$ cat config.mk
export PLATFORM = sky130hd
export DESIGN_NAME = execute_stage_flat
export DESIGN_NICKNAME = d
export VERILOG_FILES = /design/src/rtl/cpu_pkg.sv /design/src/rtl/execute_stage_if.sv /design/src/rtl/seq_multiplier.sv /design/src/rtl/execute_stage.sv /design/src/flat_wrapper.sv
export SDC_FILE = /design/constraint.sdc
export NUM_CORES = 1
export LEC_CHECK = 0
export CAP_MARGIN = 20
export CORE_MARGIN = 4
export CORE_UTILIZATION = 65
export DETAILED_ROUTE_END_ITERATION = 6
export PLACE_DENSITY = 0.89
export SYNTH_ARGS = -nofsm -noshare
export SYNTH_HDL_FRONTEND = slang
export SYNTH_HIERARCHICAL = 1
export SYNTH_SLANG_ARGS = --single-unit
export TNS_END_PERCENT = 10
$ cat constraint.sdc
create_clock -name clk -period 3.8 [get_ports clk]
set_input_delay 1.14 -clock clk [delete_from_list [all_inputs] [get_ports clk]]
set_output_delay 1.14 -clock clk [all_outputs]
set_load 0.02 [all_outputs]
$ cat src/rtl/cpu_pkg.sv
// Shared definitions for the 16-bit CPU pipeline: datapath width, ALU opcodes
// and the execute-stage control FSM encoding.
package cpu_pkg;

    localparam int unsigned WIDTH = 16;

    localparam logic [3:0] ALU_ADD   = 4'h0;
    localparam logic [3:0] ALU_SUB   = 4'h1;
    localparam logic [3:0] ALU_AND   = 4'h2;
    localparam logic [3:0] ALU_OR    = 4'h3;
    localparam logic [3:0] ALU_XOR   = 4'h4;
    localparam logic [3:0] ALU_SLL   = 4'h5;
    localparam logic [3:0] ALU_SRL   = 4'h6;
    localparam logic [3:0] ALU_SRA   = 4'h7;
    localparam logic [3:0] ALU_SLT   = 4'h8;
    localparam logic [3:0] ALU_MUL   = 4'h9;
    localparam logic [3:0] ALU_PASSB = 4'hA;

    typedef enum logic [1:0] {
        IDLE = 2'd0,
        BUSY = 2'd1,
        DONE = 2'd2
    } ex_state_t;

endpackage

$ cat src/rtl/execute_stage_if.sv
// Decode-to-execute inputs and EX/MEM register outputs of the execute stage.
interface execute_stage_if #(
    parameter int unsigned WIDTH = 16
);
    logic             FlushE;
    logic             RegWriteE;
    logic             MemWriteE;
    logic             MemtoRegE;
    logic [2:0]       WriteRegE;
    logic [3:0]       AluControlE;
    logic [WIDTH-1:0] SrcAE;
    logic [WIDTH-1:0] SrcBE;

    logic             StallE;
    logic             RegWriteM;
    logic             MemWriteM;
    logic             MemtoRegM;
    logic [2:0]       WriteRegM;
    logic [WIDTH-1:0] alu_resultM;
    logic             ZeroM;

    modport master (
        output FlushE, RegWriteE, MemWriteE, MemtoRegE, WriteRegE,
               AluControlE, SrcAE, SrcBE,
        input  StallE, RegWriteM, MemWriteM, MemtoRegM, WriteRegM,
               alu_resultM, ZeroM
    );

    modport slave (
        input  FlushE, RegWriteE, MemWriteE, MemtoRegE, WriteRegE,
               AluControlE, SrcAE, SrcBE,
        output StallE, RegWriteM, MemWriteM, MemtoRegM, WriteRegM,
               alu_resultM, ZeroM
    );
endinterface

$ cat src/rtl/seq_multiplier.sv
// Iterative shift-add multiplier: one partial product per cycle, keeps the low
// WIDTH bits of the unsigned product.
module seq_multiplier #(
    parameter int unsigned WIDTH      = 16,
    parameter int unsigned MUL_CYCLES = 16
) (
    input  logic             clk,
    input  logic             rst_n,
    input  logic             i_start,
    input  logic             i_abort,
    input  logic [WIDTH-1:0] i_a,
    input  logic [WIDTH-1:0] i_b,
    output logic             o_done,
    output logic [WIDTH-1:0] o_product
);
    import cpu_pkg::*;

    localparam int unsigned CNT_W = (MUL_CYCLES > 1) ? $clog2(MUL_CYCLES) : 1;

    logic [WIDTH-1:0] r_mcand;
    logic [WIDTH-1:0] r_mplier;
    logic [WIDTH-1:0] r_acc;
    logic [CNT_W-1:0] r_count;
    logic             r_busy;
    logic             w_last;

    assign w_last    = (r_count == CNT_W'(MUL_CYCLES - 1));
    // Asserted during the final iteration; the accumulator is complete after that edge.
    assign o_done    = r_busy && w_last;
    assign o_product = r_acc;

    always_ff @(posedge clk or negedge rst_n) begin
        if (!rst_n) begin
            r_mcand  <= '0;
            r_mplier <= '0;
            r_acc    <= '0;
            r_count  <= '0;
            r_busy   <= 1'b0;
        end else if (i_abort) begin
            r_count  <= '0;
            r_busy   <= 1'b0;
        end else if (i_start) begin
            r_mcand  <= i_a;
            r_mplier <= i_b;
            r_acc    <= '0;
            r_count  <= '0;
            r_busy   <= 1'b1;
        end else if (r_busy) begin
            if (r_mplier[0]) begin
                r_acc <= r_acc + r_mcand;
            end
            r_mcand  <= r_mcand << 1;
            r_mplier <= r_mplier >> 1;
            r_count  <= r_count + 1'b1;
            if (w_last) begin
                r_busy <= 1'b0;
            end
        end
    end

endmodule

$ cat src/rtl/execute_stage.sv
// Execute stage: combinational ALU, MUL sequencing FSM and the EX/MEM pipeline
// register feeding the memory stage.
module execute_stage #(
    parameter int unsigned WIDTH      = 16,
    parameter int unsigned MUL_CYCLES = 16
) (
    input  logic            clk,
    input  logic            reset,
    execute_stage_if.slave  ex
);
    import cpu_pkg::*;

    ex_state_t        r_state;
    logic             r_regwrite;
    logic             r_memwrite;
    logic             r_memtoreg;
    logic [2:0]       r_writereg;
    logic [WIDTH-1:0] r_result;
    logic             r_zero;

    logic             w_is_mul;
    logic             w_start;
    logic             w_mul_done;
    logic [WIDTH-1:0] w_product;
    logic [WIDTH-1:0] w_alu;
    logic [WIDTH-1:0] w_result;
    logic             w_load;
    logic [3:0]       w_shamt;

    assign w_is_mul = (ex.AluControlE == ALU_MUL);
    assign w_start  = (r_state == IDLE) && w_is_mul && !ex.FlushE;
    assign w_shamt  = ex.SrcBE[3:0];

    seq_multiplier #(
        .WIDTH      (WIDTH),
        .MUL_CYCLES (MUL_CYCLES)
    ) u_mul (
        .clk       (clk),
        .rst_n     (reset),
        .i_start   (w_start),
        .i_abort   (ex.FlushE),
        .i_a       (ex.SrcAE),
        .i_b       (ex.SrcBE),
        .o_done    (w_mul_done),
        .o_product (w_product)
    );

    always_comb begin
        w_alu = ex.SrcBE;
        case (ex.AluControlE)
            ALU_ADD: w_alu = ex.SrcAE + ex.SrcBE;
            ALU_SUB: w_alu = ex.SrcAE - ex.SrcBE;
            ALU_AND: w_alu = ex.SrcAE & ex.SrcBE;
            ALU_OR:  w_alu = ex.SrcAE | ex.SrcBE;
            ALU_XOR: w_alu = ex.SrcAE ^ ex.SrcBE;
            ALU_SLL: w_alu = ex.SrcAE << w_shamt;
            ALU_SRL: w_alu = ex.SrcAE >> w_shamt;
            ALU_SRA: w_alu = $signed(ex.SrcAE) >>> w_shamt;
            ALU_SLT: w_alu = ($signed(ex.SrcAE) < $signed(ex.SrcBE)) ? WIDTH'(1) : '0;
            default: w_alu = ex.SrcBE;
        endcase
    end

    // In DONE the held MUL is still on the inputs; take the finished product instead.
    assign w_result = (r_state == DONE) ? w_product : w_alu;
    assign w_load   = !ex.FlushE &&
                      (((r_state == IDLE) && !w_is_mul) || (r_state == DONE));

    // Gated by reset so the stall reads 0 while reset is held, whatever is presented.
    assign ex.StallE = reset && !ex.FlushE &&
                       ((r_state == BUSY) || ((r_state == IDLE) && w_is_mul));

    always_ff @(posedge clk or negedge reset) begin
        if (!reset) begin
            r_state    <= IDLE;
            r_regwrite <= 1'b0;
            r_memwrite <= 1'b0;
            r_memtoreg <= 1'b0;
            r_writereg <= '0;
            r_result   <= '0;
            r_zero     <= 1'b0;
        end else begin
            if (ex.FlushE) begin
                r_state <= IDLE;
            end else begin
                case (r_state)
                    IDLE:    r_state <= w_is_mul ? BUSY : IDLE;
                    BUSY:    r_state <= w_mul_done ? DONE : BUSY;
                    DONE:    r_state <= IDLE;
                    default: r_state <= IDLE;
                endcase
            end

            if (w_load) begin
                r_regwrite <= ex.RegWriteE;
                r_memwrite <= ex.MemWriteE;
                r_memtoreg <= ex.MemtoRegE;
                r_writereg <= ex.WriteRegE;
                r_result   <= w_result;
                r_zero     <= (w_result == '0);
            end else begin
                r_regwrite <= 1'b0;
                r_memwrite <= 1'b0;
                r_memtoreg <= 1'b0;
                r_writereg <= '0;
                r_result   <= '0;
                r_zero     <= 1'b0;
            end
        end
    end

    assign ex.RegWriteM   = r_regwrite;
    assign ex.MemWriteM   = r_memwrite;
    assign ex.MemtoRegM   = r_memtoreg;
    assign ex.WriteRegM   = r_writereg;
    assign ex.alu_resultM = r_result;
    assign ex.ZeroM       = r_zero;

endmodule

$ cat src/flat_wrapper.sv
// flat-port wrapper written by rule: the top's interface ports become plain ports
module execute_stage_flat import cpu_pkg::*;
#(
    parameter int unsigned WIDTH      = 16,
    parameter int unsigned MUL_CYCLES = 16
)
  (clk, reset, ex_FlushE, ex_RegWriteE, ex_MemWriteE, ex_MemtoRegE, ex_WriteRegE, ex_AluControlE, ex_SrcAE, ex_SrcBE, ex_StallE, ex_RegWriteM, ex_MemWriteM, ex_MemtoRegM, ex_WriteRegM, ex_alu_resultM, ex_ZeroM);
  execute_stage_if #(.WIDTH(WIDTH)) ex_i ();
  input  logic clk;
  input  logic reset;
  input wire logic [$bits(ex_i.FlushE)-1:0] ex_FlushE;
  input wire logic [$bits(ex_i.RegWriteE)-1:0] ex_RegWriteE;
  input wire logic [$bits(ex_i.MemWriteE)-1:0] ex_MemWriteE;
  input wire logic [$bits(ex_i.MemtoRegE)-1:0] ex_MemtoRegE;
  input wire logic [$bits(ex_i.WriteRegE)-1:0] ex_WriteRegE;
  input wire logic [$bits(ex_i.AluControlE)-1:0] ex_AluControlE;
  input wire logic [$bits(ex_i.SrcAE)-1:0] ex_SrcAE;
  input wire logic [$bits(ex_i.SrcBE)-1:0] ex_SrcBE;
  output wire logic [$bits(ex_i.StallE)-1:0] ex_StallE;
  output wire logic [$bits(ex_i.RegWriteM)-1:0] ex_RegWriteM;
  output wire logic [$bits(ex_i.MemWriteM)-1:0] ex_MemWriteM;
  output wire logic [$bits(ex_i.MemtoRegM)-1:0] ex_MemtoRegM;
  output wire logic [$bits(ex_i.WriteRegM)-1:0] ex_WriteRegM;
  output wire logic [$bits(ex_i.alu_resultM)-1:0] ex_alu_resultM;
  output wire logic [$bits(ex_i.ZeroM)-1:0] ex_ZeroM;
  assign ex_i.FlushE = ex_FlushE;
  assign ex_i.RegWriteE = ex_RegWriteE;
  assign ex_i.MemWriteE = ex_MemWriteE;
  assign ex_i.MemtoRegE = ex_MemtoRegE;
  assign ex_i.WriteRegE = ex_WriteRegE;
  assign ex_i.AluControlE = ex_AluControlE;
  assign ex_i.SrcAE = ex_SrcAE;
  assign ex_i.SrcBE = ex_SrcBE;
  assign ex_StallE = ex_i.StallE;
  assign ex_RegWriteM = ex_i.RegWriteM;
  assign ex_MemWriteM = ex_i.MemWriteM;
  assign ex_MemtoRegM = ex_i.MemtoRegM;
  assign ex_WriteRegM = ex_i.WriteRegM;
  assign ex_alu_resultM = ex_i.alu_resultM;
  assign ex_ZeroM = ex_i.ZeroM;
  execute_stage #(.WIDTH(WIDTH), .MUL_CYCLES(MUL_CYCLES)) u_core (.clk(clk), .reset(reset), .ex(ex_i));
endmodule
==> results.ini, run 1 <==
[run_status]
stop_error = [ERROR GRT-0116] Global routing finished with congestion. Check the congestion regions in the DRC Viewer.
haltStage = 5_1_grt
outcome = stopped before the end

[place]
port_buffers = 68
dp_hpwl_um = 26900
gp_routability_congestion = 1.21

[synth]
synth_top_area_cell = sky130_fd_sc_hd__dfrtp_1
yosys.area.top_type_share_pct = 22.6
post_synth_edffs = 0
synth_warnings = 6
synth.cell_area_mm2 = 0.00864
yosys-top-cells-area = sky130_fd_sc_hd__dfrtp_1 23%, sky130_fd_sc_hd__ha_1 9.4%, sky130_fd_sc_hd__mux4_2 5.0%
synthArstFlopShare_pct = 100
yosys_register_bits = 78
postSynthAreaPerCell_um2 = 8.56
synthesized_instance_count = 1009
synthDistinctLibCells = 97
synth.yosys.seq_area_share_pct = 22.6
synth-main-ff-cell = sky130_fd_sc_hd__dfrtp_1
post_syn_nets = 1122

[floorplan]
initial_utilization_pct = 67.3
die_width_um = 123
die_h_um = 123
rows = 41
count_of_pins_on_the_block_boundary = 69

[cts]
cts_sinks = 78
clock_root_buffer = sky130_fd_sc_hd__clkbuf_16
cts_made_buffers = 9
cts_htree_levels = 3
cts_buffer_depth = 2

[global_route]
wire_length_of_the_first_global_routing_pass_um = 75900
grt_start_max_net_pins = 79
grt_overflow_total = 11
grt_pass1_vias = 12900
global_route.usage.total_pct = 67.8

-- cells by family after synthesis --
logic type | count (synthesis) | share of synthesized area, %
simple gates | 333 | 19.8
xor+xnor | 16 | 1.62
buf+inv | 132 | 7.24
mux | 76 | 13.5
fa+ha+maj | 68 | 10.1
flops | 78 | 22.6
compound gates | 306 | 25.0
-- Yosys cell counts (8+ instances only) --
cell,number
sky130_fd_sc_hd__and2_1,13
sky130_fd_sc_hd__mux4_1,10
sky130_fd_sc_hd__o211ai_1,17
sky130_fd_sc_hd__mux2i_1,40
sky130_fd_sc_hd__nor2_1,75
sky130_fd_sc_hd__inv_1,53
sky130_fd_sc_hd__a31oi_1,8
sky130_fd_sc_hd__a21o_1,9
sky130_fd_sc_hd__nor4_1,8
sky130_fd_sc_hd__nand2b_1,13
sky130_fd_sc_hd__nand3_1,26
sky130_fd_sc_hd__buf_2,22
sky130_fd_sc_hd__o31ai_1,10
sky130_fd_sc_hd__nor3_1,27
sky130_fd_sc_hd__o22ai_1,13
sky130_fd_sc_hd__o21ai_0,71
sky130_fd_sc_hd__dfrtp_1,78
sky130_fd_sc_hd__nand4_1,13
sky130_fd_sc_hd__clkbuf_1,36
sky130_fd_sc_hd__ha_1,65
sky130_fd_sc_hd__a211oi_1,18
sky130_fd_sc_hd__mux4_2,19
sky130_fd_sc_hd__xnor2_1,9
sky130_fd_sc_hd__nand2_1,95
sky130_fd_sc_hd__a21oi_1,57
-- layer usage --
metal	GRT overflow	GRT usage [%]
met1	0	67.1
met2	4	82.5
met3	0	57.1
met4	7	61.6
met5	0	35.8
-- through the flow --
stage	hold slack, ps	cells	TNS, ps	worst slack (ps)	cell area (µm²)
floorplan	449	1009	0	6.49	8690
global placement	460	1392	-5290	-656	10900
detailed placement	485	1392	-7030	-902	10900
CTS	521	1411	-44.3	-44.3	11300
-- repair_timing --
item,4_1_cts
hold buffers,0
resized for setup,47
buffers inserted,3
endpoints found under the setup margin,11
pin swaps,13
==> inputs of run 2 (changes only) <==
--- a/config.mk
+++ b/config.mk
@@ -7,9 +7,9 @@
 export LEC_CHECK = 0
 export CAP_MARGIN = 20
 export CORE_MARGIN = 4
-export CORE_UTILIZATION = 65
+export CORE_UTILIZATION = 40
 export DETAILED_ROUTE_END_ITERATION = 6
-export PLACE_DENSITY = 0.89
+export PLACE_DENSITY_LB_ADDON = 0.15
 export SYNTH_ARGS = -nofsm -noshare
 export SYNTH_HDL_FRONTEND = slang
 export SYNTH_HIERARCHICAL = 1
==> run 2 against run 1 <==
The run now ends clean. Synthesized area unchanged. Synthesized cell count unchanged.
==> results.ini, run 2 <==
[run_status]
outcome = complete, no violations

[synth]
synth_top_area_cell = sky130_fd_sc_hd__dfrtp_1
synth-main-ff-cell = sky130_fd_sc_hd__dfrtp_1
synthArstFlopShare_pct = 100  ; unchanged
post_syn_nets = 1122  ; unchanged
post_synth_edffs = 0  ; unchanged
yosys-top-cells-area = sky130_fd_sc_hd__dfrtp_1 23%, sky130_fd_sc_hd__ha_1 9.4%, sky130_fd_sc_hd__mux4_2 5.0%
yosys_register_bits = 78  ; unchanged
netlist_top_cells_count = 95 x sky130_fd_sc_hd__nand2_1, 78 x sky130_fd_sc_hd__dfrtp_1, 75 x sky130_fd_sc_hd__nor2_1, 71 x sky130_fd_sc_hd__o21ai_0, 65 x sky130_fd_sc_hd__ha_1
synth.cell_area_mm2 = 0.00864  ; unchanged
synth_most_common_cell = sky130_fd_sc_hd__nand2_1
yosys.area.top_type_share_pct = 22.6  ; unchanged
synthesized_instance_count = 1009  ; unchanged
synth.yosys.seq_area_share_pct = 22.6  ; unchanged
synth_warnings = 6  ; unchanged
synthDistinctLibCells = 97  ; unchanged
postSynthAreaPerCell_um2 = 8.56  ; unchanged

[sta]
finalSetupViolCount = 0
post-route-period-util_pct = 99.3
hold_viol_final = 0
sum_of_negative_setup_slack_ps = 0
finalClockSkew_ps = 7.34
timing_worst_slew_pin_value_ps = 651
whs_ps = 482
grt_setup_unrepaired = true
achievable-frequency_ghz = 0.265
min_clock_period_post_route_ps = 3770
report.final.slew_viol_count = 0
relSlewSlack_pct = 55.5

[cts]
cts_made_buffers = 9  ; unchanged
cts_hold_buf = 0  ; unchanged
cts_sinks = 78  ; unchanged
cts_buffer_depth = 2  ; unchanged
cts_tree = done
cts.reportedPaths.clkPinSlew_ps = 60
clock_root_buffer = sky130_fd_sc_hd__clkbuf_16
worstSkewPairLatency_ps = 340
cts_htree_levels = 3  ; unchanged

[final_layout]
mostFrequentLayoutCell = sky130_fd_sc_hd__buf_4
drive_gt1_share_pct = 32.2
final_util_pct = 56.9
area.growth.synth_to_final_pct = 39.5
final_nets = 1393
antenna_cells = 0
fin_cells = 1560
layout.cells.most_common_list = 256 x sky130_fd_sc_hd__buf_4, 92 x sky130_fd_sc_hd__nand2_1, 78 x sky130_fd_sc_hd__dfrtp_1

[route]
drt.antenna.violating_nets = 0
drt-wirelength-per-cell_um = 22.9
initialDrtViolationCount = 836
via_count = 9410
via_per_inst = 6.03
drt_drc_violations_left = 0
drt_first_pass_iters = 7
route.final.wire_length_um = 35700

[floorplan]
rows = 53  ; +29%
initial_utilization_pct = 40.8  ; -27 points
die_width_um = 155  ; +26%
core_area_mm2 = 0.0212
die_h_um = 155  ; +26%
count_of_pins_on_the_block_boundary = 69  ; unchanged
design.die.area_mm2 = 0.0240

[hold_path]
hold_path.startpoint = u_core/u_mul/r_mplier[7]$_DFFE_PN0P_
worstHoldPathCells = 2
whs_endpoint = u_core/u_mul/r_mplier[7]$_DFFE_PN0P_
worstHoldPathType = reg2reg

[pwr]
worst_ir_drop_vdd_uv = 245
power_per_cell_area_mw_per_mm2 = 247
power.switching_w = 0.00105
fraction_of_power_consumed_by_the_clock_network_pct = 27.6
cellLeakagePower_nw = 5.25
netSwitchingFraction_pct = 35.5
intPower_w = 0.00192
seq_power_share_pct = 30.3
total_power_w = 0.00297
power_frac_comb_pct = 42.1

[place]
port_buffers = 68  ; unchanged
dp_hpwl_um = 28200  ; +4.6%
placed_cells = 1531  ; +10%
gp_routability_congestion = 1.03  ; -15%

[setup_path]
timing.critical_path.from = ex_AluControlE[0]
worst_r2r_endpoint = u_core/ex.ZeroM$_DFF_PN0_
worst-path-max-fanout = 4
path_class = in2reg
critPathArrivalTime_ps = 4020
critical_path_required_ps = 4040
worst-r2r-setup-slack_ps = 1060
rr_startpoint = u_core/r_state[0]$_DFF_PN0_
crit_path_start_kind = primary input
worst_setup_path_end_kind = flip-flop
r2r.worst_path.cells = 9

[global_route]
grt_start_max_net_pins = 79
grt_pass1_vias = 9007
global_route.usage.total_pct = 29.4
wire_length_of_the_first_global_routing_pass_um = 54500
number_of_antenna_violations_at_the_first_check_in_global_routing = 1
grt_overflow_total = 0

[run]
drv.max_cap_violation_count = 0

==> run 2: how the worst max path moves through the flow <==
stage	end	slack (ps)
floorplan	u_core/ex.ZeroM$_DFF_PN0_	6
global placement	u_core/ex.ZeroM$_DFF_PN0_	-730
detailed placement	u_core/ex.ZeroM$_DFF_PN0_	-810
CTS	u_core/ex.ZeroM$_DFF_PN0_	3
global route	u_core/ex.ZeroM$_DFF_PN0_	-40
finish	u_core/ex.ZeroM$_DFF_PN0_	30
==> run 2: metal layers <==
layer | track usage, % | vias up | part of all wire, %
met5 | 0 | - | 0.034
met4 | 12.2 | 2 | 4.6
met3 | 5.29 | 96 | 8.7
met2 | 44.6 | 494 | 44
met1 | 41.5 | 4486 | 43
li1 | - | 4332 | -
==> run 2: power by group through the flow <==
stage / combinational (W) / sequential (W) / clock [W]
finish: 0.00125 / 0.000900 / 0.000822
global route: 0.00134 / 0.000905 / 0.000890
detailed placement: 0.00114 / 0.000915 / 0
CTS: 0.00120 / 0.000900 / 0.000845
floorplan: 0.000551 / 0.000932 / 0
global placement: 0.00114 / 0.000915 / 0
==> run 2: cells by family (layout without fill, tap and decap cells) <==
| family | Yosys count | in the layout | synth area share (%) |
|---|---|---|---|
| buffers and inverters | 132 | 408 | 7.24 |
| AOI/OAI and AO/OA | 306 | 306 | 25.0 |
| muxes | 76 | 76 | 13.5 |
| and+or+nand+nor | 333 | 333 | 19.8 |
| xor gates and xnor gates | 16 | 16 | 1.62 |
| DFF | 78 | 78 | 22.6 |
| adders and majority gates | 68 | 68 | 10.1 |
==> run 2: layout make-up <==
class                   count  area (µm²)
well taps                 275         344
clock inverters             7        60.1
multi-input cells         799        6460
flip-flops and latches     78        1950
inverters                  55         209
repair buffers            337        2790
fillers                  1930        9110
clock buffers               9         225
==> run 2: per-stage QoR <==
| stage | setup WS [ps] | instance area [µm²] |
|---|---|---|
| final | 26.1 | 12000 |
| after global routing | -41.4 | 12000 |
| after CTS | 2.57 | 11800 |
| after detailed placement | -807 | 11300 |
| after global placement | -734 | 11300 |
| after floorplan | 6.49 | 8690 |
==> run 2: timing repair <==
item | CTS | global route
resized for setup | 70 | 40
buffers inserted | 7 | 5
endpoints found under the hold margin | 0 | 0
endpoints found under the setup margin | 10 | 6
pin swaps | 21 | 18
==> run 2: critical path, cell delays in order <==
cell and delay, ps:
sky130_fd_sc_hd__clkdlybuf4s50_1 440, sky130_fd_sc_hd__buf_4 180, sky130_fd_sc_hd__or3_4 440, sky130_fd_sc_hd__a21oi_4 260, sky130_fd_sc_hd__o31ai_1 120, sky130_fd_sc_hd__nor3_1 220, sky130_fd_sc_hd__a31oi_1 180, sky130_fd_sc_hd__nor4b_2 410
sky130_fd_sc_hd__and4_4 300, sky130_fd_sc_hd__nand4bb_4 120, sky130_fd_sc_hd__nor4b_2 210
Power figures use the tool's default switching activity.
